File: src/rtl/mips_trace_buffer.sv
// Retire-trace capture for the multi-cycle MIPS core: circular log with PC trigger,
// post-trigger depth, freeze on halt and oldest-first readout. Timestamps: MIPS_TRACE_TIMESTAMP_EN.
module mips_trace_buffer #(
   parameter int DEPTH     = 16,
   parameter int AW        = 4,
   parameter int POST_TRIG = 8,
   parameter int TS_W      = 32
) (
   input  logic            clk,
   input  logic            reset,
   input  logic            arm,
   input  logic            trig_en,
   input  logic [31:0]     trig_pc,
   input  logic            tr_valid,
   input  logic [31:0]     tr_pc,
   input  logic [31:0]     tr_inst,
   input  logic            tr_we,
   input  logic [4:0]      tr_waddr,
   input  logic [31:0]     tr_wdata,
   input  logic            halt_sig,
   input  logic            rd_en,
   output logic            rd_valid,
   output logic [31:0]     rd_pc,
   output logic [31:0]     rd_inst,
   output logic            rd_we,
   output logic [4:0]      rd_waddr,
   output logic [31:0]     rd_wdata,
   output logic [TS_W-1:0] rd_ts,
   output logic [AW:0]     count,
   output logic [1:0]      state,
   output logic            triggered,
   output logic            halted
);
   localparam logic [1:0] S_IDLE   = 2'd0;
   localparam logic [1:0] S_ARMED  = 2'd1;
   localparam logic [1:0] S_POST   = 2'd2;
   localparam logic [1:0] S_FROZEN = 2'd3;
   localparam logic [AW:0]   FULL = (AW+1)'(DEPTH);
   localparam logic [AW-1:0] PT   = AW'(POST_TRIG);

   logic [31:0] pc_mem    [DEPTH];
   logic [31:0] inst_mem  [DEPTH];
   logic        we_mem    [DEPTH];
   logic [4:0]  waddr_mem [DEPTH];
   logic [31:0] wdata_mem [DEPTH];

   logic [AW-1:0] wr_ptr, rd_ptr, post_cnt, wr_ptr_n;
   logic [AW:0]   remaining, count_n;
   logic [1:0]    state_n;
   logic          capturing, cap, fire, do_arm, do_read, go_frozen;

   always_comb begin
      capturing = (state == S_ARMED) || (state == S_POST);
      cap       = capturing && tr_valid;
      fire      = (state == S_ARMED) && tr_valid && trig_en && (tr_pc == trig_pc);
      do_arm    = arm && ((state == S_IDLE) || (state == S_FROZEN));
      do_read   = (state == S_FROZEN) && !arm && rd_en && (remaining != '0);
      wr_ptr_n  = cap ? wr_ptr + AW'(1) : wr_ptr;
      count_n   = (cap && count != FULL) ? count + (AW+1)'(1) : count;
      state_n   = state;
      if (do_arm) begin
         state_n = S_ARMED;
      end else if (capturing) begin
         if (fire)
            state_n = (POST_TRIG == 0) ? S_FROZEN : S_POST;
         else if (state == S_POST && cap && (post_cnt + AW'(1)) == PT)
            state_n = S_FROZEN;
         // halt overrides any trigger outcome this cycle
         if (halt_sig)
            state_n = S_FROZEN;
      end
      go_frozen = capturing && (state_n == S_FROZEN);
   end

   always_ff @(posedge clk) begin
      if (cap) begin
         pc_mem[wr_ptr]    <= tr_pc;
         inst_mem[wr_ptr]  <= tr_inst;
         we_mem[wr_ptr]    <= tr_we;
         waddr_mem[wr_ptr] <= tr_waddr;
         wdata_mem[wr_ptr] <= tr_wdata;
      end
   end

   always_ff @(posedge clk or posedge reset) begin
      if (reset) begin
         state     <= S_IDLE;
         wr_ptr    <= '0;
         rd_ptr    <= '0;
         post_cnt  <= '0;
         count     <= '0;
         remaining <= '0;
         triggered <= 1'b0;
         halted    <= 1'b0;
         rd_valid  <= 1'b0;
         rd_pc     <= '0;
         rd_inst   <= '0;
         rd_we     <= 1'b0;
         rd_waddr  <= '0;
         rd_wdata  <= '0;
      end else begin
         state    <= state_n;
         rd_valid <= do_read;
         if (do_arm) begin
            wr_ptr    <= '0;
            rd_ptr    <= '0;
            post_cnt  <= '0;
            count     <= '0;
            remaining <= '0;
            triggered <= 1'b0;
            halted    <= 1'b0;
         end else begin
            wr_ptr <= wr_ptr_n;
            count  <= count_n;
            if (fire) begin
               triggered <= 1'b1;
               post_cnt  <= '0;
            end else if (state == S_POST && cap) begin
               post_cnt <= post_cnt + AW'(1);
            end
            if (capturing && halt_sig)
               halted <= 1'b1;
            // oldest entry sits at wr_ptr once the buffer has wrapped
            if (go_frozen) begin
               rd_ptr    <= (count_n == FULL) ? wr_ptr_n : '0;
               remaining <= count_n;
            end
            if (do_read) begin
               rd_ptr    <= rd_ptr + AW'(1);
               remaining <= remaining - (AW+1)'(1);
               rd_pc     <= pc_mem[rd_ptr];
               rd_inst   <= inst_mem[rd_ptr];
               rd_we     <= we_mem[rd_ptr];
               rd_waddr  <= waddr_mem[rd_ptr];
               rd_wdata  <= wdata_mem[rd_ptr];
            end
         end
      end
   end

`ifdef MIPS_TRACE_TIMESTAMP_EN
   logic [TS_W-1:0] ts;
   logic [TS_W-1:0] ts_mem [DEPTH];

   always_ff @(posedge clk) begin
      if (cap)
         ts_mem[wr_ptr] <= ts;
   end

   always_ff @(posedge clk or posedge reset) begin
      if (reset) begin
         ts    <= '0;
         rd_ts <= '0;
      end else begin
         ts <= ts + TS_W'(1);
         if (do_read)
            rd_ts <= ts_mem[rd_ptr];
      end
   end
`else
   assign rd_ts = '0;
`endif

endmodule

File: config.mk
export PLATFORM = sky130hd
export DESIGN_NAME = mips_trace_buffer
export DESIGN_NICKNAME = d
export VERILOG_FILES = /design/src/rtl/mips_trace_buffer.sv
export SDC_FILE = /design/constraint.sdc
export NUM_CORES = 2
export LEC_CHECK = 0
export ABC_AREA = 0
export CORE_MARGIN = 3
export CORE_UTILIZATION = 40
export CTS_BUF_LIST = sky130_fd_sc_hd__clkbuf_8
export DETAILED_ROUTE_END_ITERATION = 16
export HOLD_SLACK_MARGIN = 0.06
export SYNTH_ARGS = -nofsm -noshare
export SYNTH_HDL_FRONTEND = slang
export SYNTH_SLANG_ARGS = --single-unit
File: constraint.sdc
create_clock -name clk -period 13 [get_ports clk]
set_clock_uncertainty 0.1 [all_clocks]
set_input_delay 3.9 -clock clk [delete_from_list [all_inputs] [get_ports clk]]
set_output_delay 3.9 -clock clk [all_outputs]
set_load 0.005 [all_outputs]
Word-level counts from Yosys, hierarchy flattened:

Memories as Yosys holds them, arrays and structs flattened. A register that Yosys moved wholly into a read port is not among the register bits.
Index checks and enable logic that the tools add are counted.

* word-level logic and storage cells: 76
* memories kept: 5
* input port bits: 141
* register bits after elaboration: 27
* output and inout bits: 144
* RAM bits: 1632

Memory list
* inst_mem: depth 16, bits a word 32, read ports 1, clocked after memory_dff 1, write ports 1, line 42 `logic [31:0] inst_mem [DEPTH];`
* pc_mem: depth 16, bits a word 32, read ports 1, clocked after memory_dff 1, write ports 1, line 41 `logic [31:0] pc_mem [DEPTH];`
* wdata_mem: depth 16, bits a word 32, read ports 1, clocked after memory_dff 1, write ports 1, line 45 `logic [31:0] wdata_mem [DEPTH];`
* waddr_mem: depth 16, bits a word 5, read ports 1, clocked after memory_dff 1, write ports 1, line 44 `logic [4:0] waddr_mem [DEPTH];`
* we_mem: depth 16, bits a word 1, read ports 1, clocked after memory_dff 1, write ports 1, line 43 `logic we_mem [DEPTH];`

* multiplexer cells: 25
* add/sub/neg operators: 5
* reduce and logical (&&, ||, !) cells: 23
* bitwise operators: 1
* equal/unequal tests: 8

Operator list (number)
* 4-bit two-way mux: 9
* 32-bit == test: 1
* 5-bit two-way mux: 5
* 1-bit logical AND: 13
* 4-bit by 1-bit adder with 4-bit output, second input constant: 3
* 2-bit two-way mux: 5
* 2-bit == test, second input constant: 3
* 1-bit two-way mux: 6
* 3-bit nonzero test: 2
* 5-bit by 1-bit adder with 5-bit output, second input constant: 1
* 5-bit == test, second input constant: 1
* 5-bit != test, second input constant: 1
* 5-bit nonzero test: 1
* 5-bit by 1-bit subtractor with 5-bit output, second input constant: 1
* 4-bit == test, second input constant: 1
* 2-bit nonzero test: 2
* 2-bit by 1-bit == test with 1-bit output, second input constant: 1
* 2-bit logical NOT: 1
* 1-bit logical OR: 2
* 2-bit AND reduction: 1
* 1-bit logical NOT: 1
* 1-bit inverter: 1

Logic depth before layout (Yosys ltp):

* word-level depth: 15
* gate-level depth with buffers: 11
* mapped depth without buffers: 8

Worst setup path before layout:

OpenSTA, ideal clock, no wires.

* path type: input to register
* start point: input tr_valid
* end point: memory inst_mem[0][0], enable pin
* path buffers: 2
* stages: 5
* library setup time: 472 ps
* slack: 5302 ps
* data arrival time: 7126 ps
* cells stage by stage: nor2b_1 buf_2 buf_2 nor3b_1 and2_1

* longest elaborated chain between the ends: 3

Ends and longest elaborated chain
* from (decl): line 14 `input logic tr_valid,`
* 1-bit logical AND: line 54 `cap = capturing && tr_valid;`
* 1-bit two-way mux: line 76 `if (cap) begin`
* 1-bit two-way mux (implied by the code): line 78 `inst_mem[wr_ptr] <= tr_inst;`
* to (decl): line 42

Every way passes these cells.

Final worst setup path:

* start point: input tr_valid
* end point: memory inst_mem[10][2], enable pin

The elaborated chain is that of the path after synthesis.

==> summary.md <==
| Metric | Value |
|---|---|
| Fmax | about 150 MHz |
| ANT nets after route | 0 |
| Synth Area in XOR/XNOR | 0.558% |
| First-pass GRT wire length | 238,000 um |
| Syn avg cell area | 22.7 um2 |
| Period minus WS final | 6.87 ns |
| Detailed Place HPWL | ~86,000 um |
| CTS Buf Count | around 310 |
| Mean routed wirelength per cell | about 28 um |
| Worst hold-check path type | reg2reg |
| Slew headroom | 24.6% |
| Hold Violations, Final | 0 |
| Area of the multi-input gates | 0.0142 mm2 |
| First-pass DRT Iterations | 7 |
| Setup Buffers After CTS | 0 |
| CP max stage cell | buf_4 |
| Power consumption | 13.7 mW |
| Die Area | 0.174 mm2 |
| Fraction of layout cells with a size suffix above 1 | 26.2% |
| Post-Syn Area | 0.0675 mm2 |
| Unique masters post-synth | 53 |
| Crit-path cells | clkdlybuf4s50_1 -> nor2b_1 -> buf_4 -> and3b_1 -> and2_4 -> buf_4 -> buf_4 |
| Pwr dens | about 180 mW/mm2 |
| Total Nets Final | 3,598 |
| Final wirelength | 162,000 um |
| Starting Density | 40.3% |
| Total number of vias | 31,694 |
| RSZ-0062 raised after global routing | no |
| Synth Area in Simple Gates | 2.55% |
| I/O Pins | 285 |
| Vias per cell | 5.40 |
| Placed Area | roughly 0.072 mm2 |
| CP arrival | 7.31 ns |
| Setup_tns | 0 ns |
| PostCTS Resize Cnt | 0 |
| Post-synthesis register bit count | 1,761 |
| I/O Buffers | 252 |
| GRT Total Usage | about a fifth |
| Largest family of logic cells by synthesized area | multiplexers |
| Worst path most repeated cell | buf_4 |
| Mux cell area share after synthesis | 17.0% |
| Worst setup EP type | register |
| Worst EP required | 13.44 ns |
| Main synth FF type | edfxtp_1 |
| Adder-cell area share of the yosys netlist | less than 1% |
| H-Tree Depth | 5 |
| Row Count | 150 |
| VDD IR max | 0.105 mV |
| Gpl congestion | 0.722 |
| Slowest stage delay, CP | around 0.82 ns |
| Setup-failing EPs final | 0 |
| Register area | 0.0523 mm2 |
| Die outline width | 417 um |
| Initial DRC Count | 2,591 |
| CTS root buffer | clkbuf_8 |
| Number of synthesized flops with an enable pin | approximately 1,600 |
| Fin crit share | 52.8% |
| Area Overhead vs Synth | 15.0% |
| Max Cap Viol | 0 |
| DRC Markers | 0 |
| Filler cells | 13,950 |
| CP Class | in2reg |
| Post-synthesis async set-or-reset flop share | 7.33% |
| Synth Area in Compound Gates | 0.460% |
| GR Overflow Total | 0 |
| Vias in the first global route | 33,699 |
| Status | finished clean |
| Synth Instances | 2,971 |
| Leak | 24.8 nW |
| Die span in y | 417 um |
| Crit-path max FO | 43 |
| Register area share after synthesis | 77.4% |
| Worst skew pair latency | ~0.99 ns |
| Final instance area | a little under 0.08 mm2 |
| Clk slew on worst S/H paths | 0.06 ns |
| Startpoint types | input pin |
| Worst-Margin Slew | 1.13 ns |
| CTS Buffer Depth | 4 |
| Core box area | 0.167 mm2 |
| Syn. warnings | 0 |
| Initial antenna violation count | 23 |
| TritonCTS clock tree | done |
| Clock Sinks | 1,761 |
| # hold bufs at CTS | 0 |
| Slew Viols, Final | 0 |
| Largest net degree at the start of global routing | just over 90 |
==> per-stage QoR <==
| step | util, % | setup slack (ns) | hold slack, ns | cells |
|---|---|---|---|---|
| after floorplan | - | 5.30 | 0.370 | 3002 |
| after detailed placement | 43.2 | 5.17 | 0.362 | 5339 |
| after CTS | 46.3 | 6.22 | 0.377 | 5864 |
| final | 46.3 | 6.13 | 0.370 | 5871 |
| after global placement | 43.2 | 5.20 | 0.360 | 5339 |
| after global routing | 46.3 | 6.05 | 0.402 | 5867 |
==> metal layers <==
layer  vias to the layer above  wire length (um)  track usage, %
met5                         -                80               0
met4                        12              3410            4.78
met3                       284              8820            3.96
met2                      1029             81900            31.4
met1                     17128             68200            25.4
li1                      13241                 -               -
==> worst max-delay path, delay by kind of cell <==
family / cells / cell delay [ns]
and+or+nand+nor: 3 / 1.03
buffers and inverters: 4 / 2.28
==> flip-flops by register name, summed over array words and instances, names as in the netlist, 16 cells and up <==
register	flops
inst_mem	512
pc_mem	512
wdata_mem	512
waddr_mem	80
rd_inst	32
rd_pc	32
rd_wdata	32
we_mem	16
==> synth_stat cells (12+ instances only) <==
| cell | number | area share (%) |
|---|---|---|
| and2_1 | 19 | 0.18 |
| buf_2 | 14 | 0.10 |
| buf_4 | 32 | 0.36 |
| buf_6 | 43 | 0.72 |
| clkbuf_1 | 81 | 0.45 |
| dfrtp_1 | 129 | 4.8 |
| edfxtp_1 | 1632 | 73 |
| ha_1 | 13 | 0.24 |
| inv_1 | 14 | 0.078 |
| mux4_2 | 510 | 17 |
| nand2_1 | 319 | 1.8 |
| nand4_1 | 12 | 0.11 |
| nor2_1 | 23 | 0.13 |
| xnor2_1 | 38 | 0.49 |
==> power by group <==
group          switching [mW]  leakage [nW]  internal, mW  total (mW)
sequential              0.212          16.4          6.62        6.83
clock                    2.17          3.08          2.30        4.47
combinational            1.19          5.40          1.19        2.38
total                    3.57          24.8          10.1        13.7
==> cells by family after synthesis <==
family	Yosys count
AO/OA/AOI/OAI	42
adder cells (fa/ha/maj)	13
other	1
buffers and inverters	191
AND/OR/NAND/NOR	409
XOR/XNOR	43
flip-flops	1761
multiplexers	511
==> cells in the final DEF (no fill, tap or decap), types with 16 or more instances in the layout <==
| master | count |
|---|---|
| buf_4 | 56 |
| clkbuf_8 | 315 |
| conb_1 | 32 |
| inv_1 | 107 |
| edfxtp_1 | 1632 |
| clkdlybuf4s50_1 | 252 |
| and2_4 | 16 |
| dfrtp_1 | 125 |
| nor2_1 | 23 |
| clkinv_1 | 65 |
| mux4_2 | 510 |
| nand2_1 | 319 |
| xnor2_1 | 38 |
| clkinv_2 | 38 |
==> path summary, 6_finish.rpt <==
kind / cells past startpoint / start / to / slack [ns]
worst max register to register: 8 / state[0] / inst_mem[10][2] / 8.56
max in group asynchronous: 3 / reset / rd_ptr[0] / 8.01
worst min-delay path: 2 / rd_pc[14] / rd_pc[14] / 0.37
worst min register to register: 2 / rd_pc[14] / rd_pc[14] / 0.37
worst max-delay path: 7 / tr_valid / inst_mem[10][2] / 6.13
min in group asynchronous: 2 / reset / rd_pc[29] / 3.39
==> final cells by class <==
cell class	instances	share of cell area [%]
clock inverters	210	1.23
multi-input cells	1050	18.3
repair buffers	310	3.84
well taps	2204	3.55
inverters	14	0.0839
flip-flops and latches	1761	67.3
clock buffers	315	5.59
diodes	7	0.0226
Power figures use the tool's default switching activity.
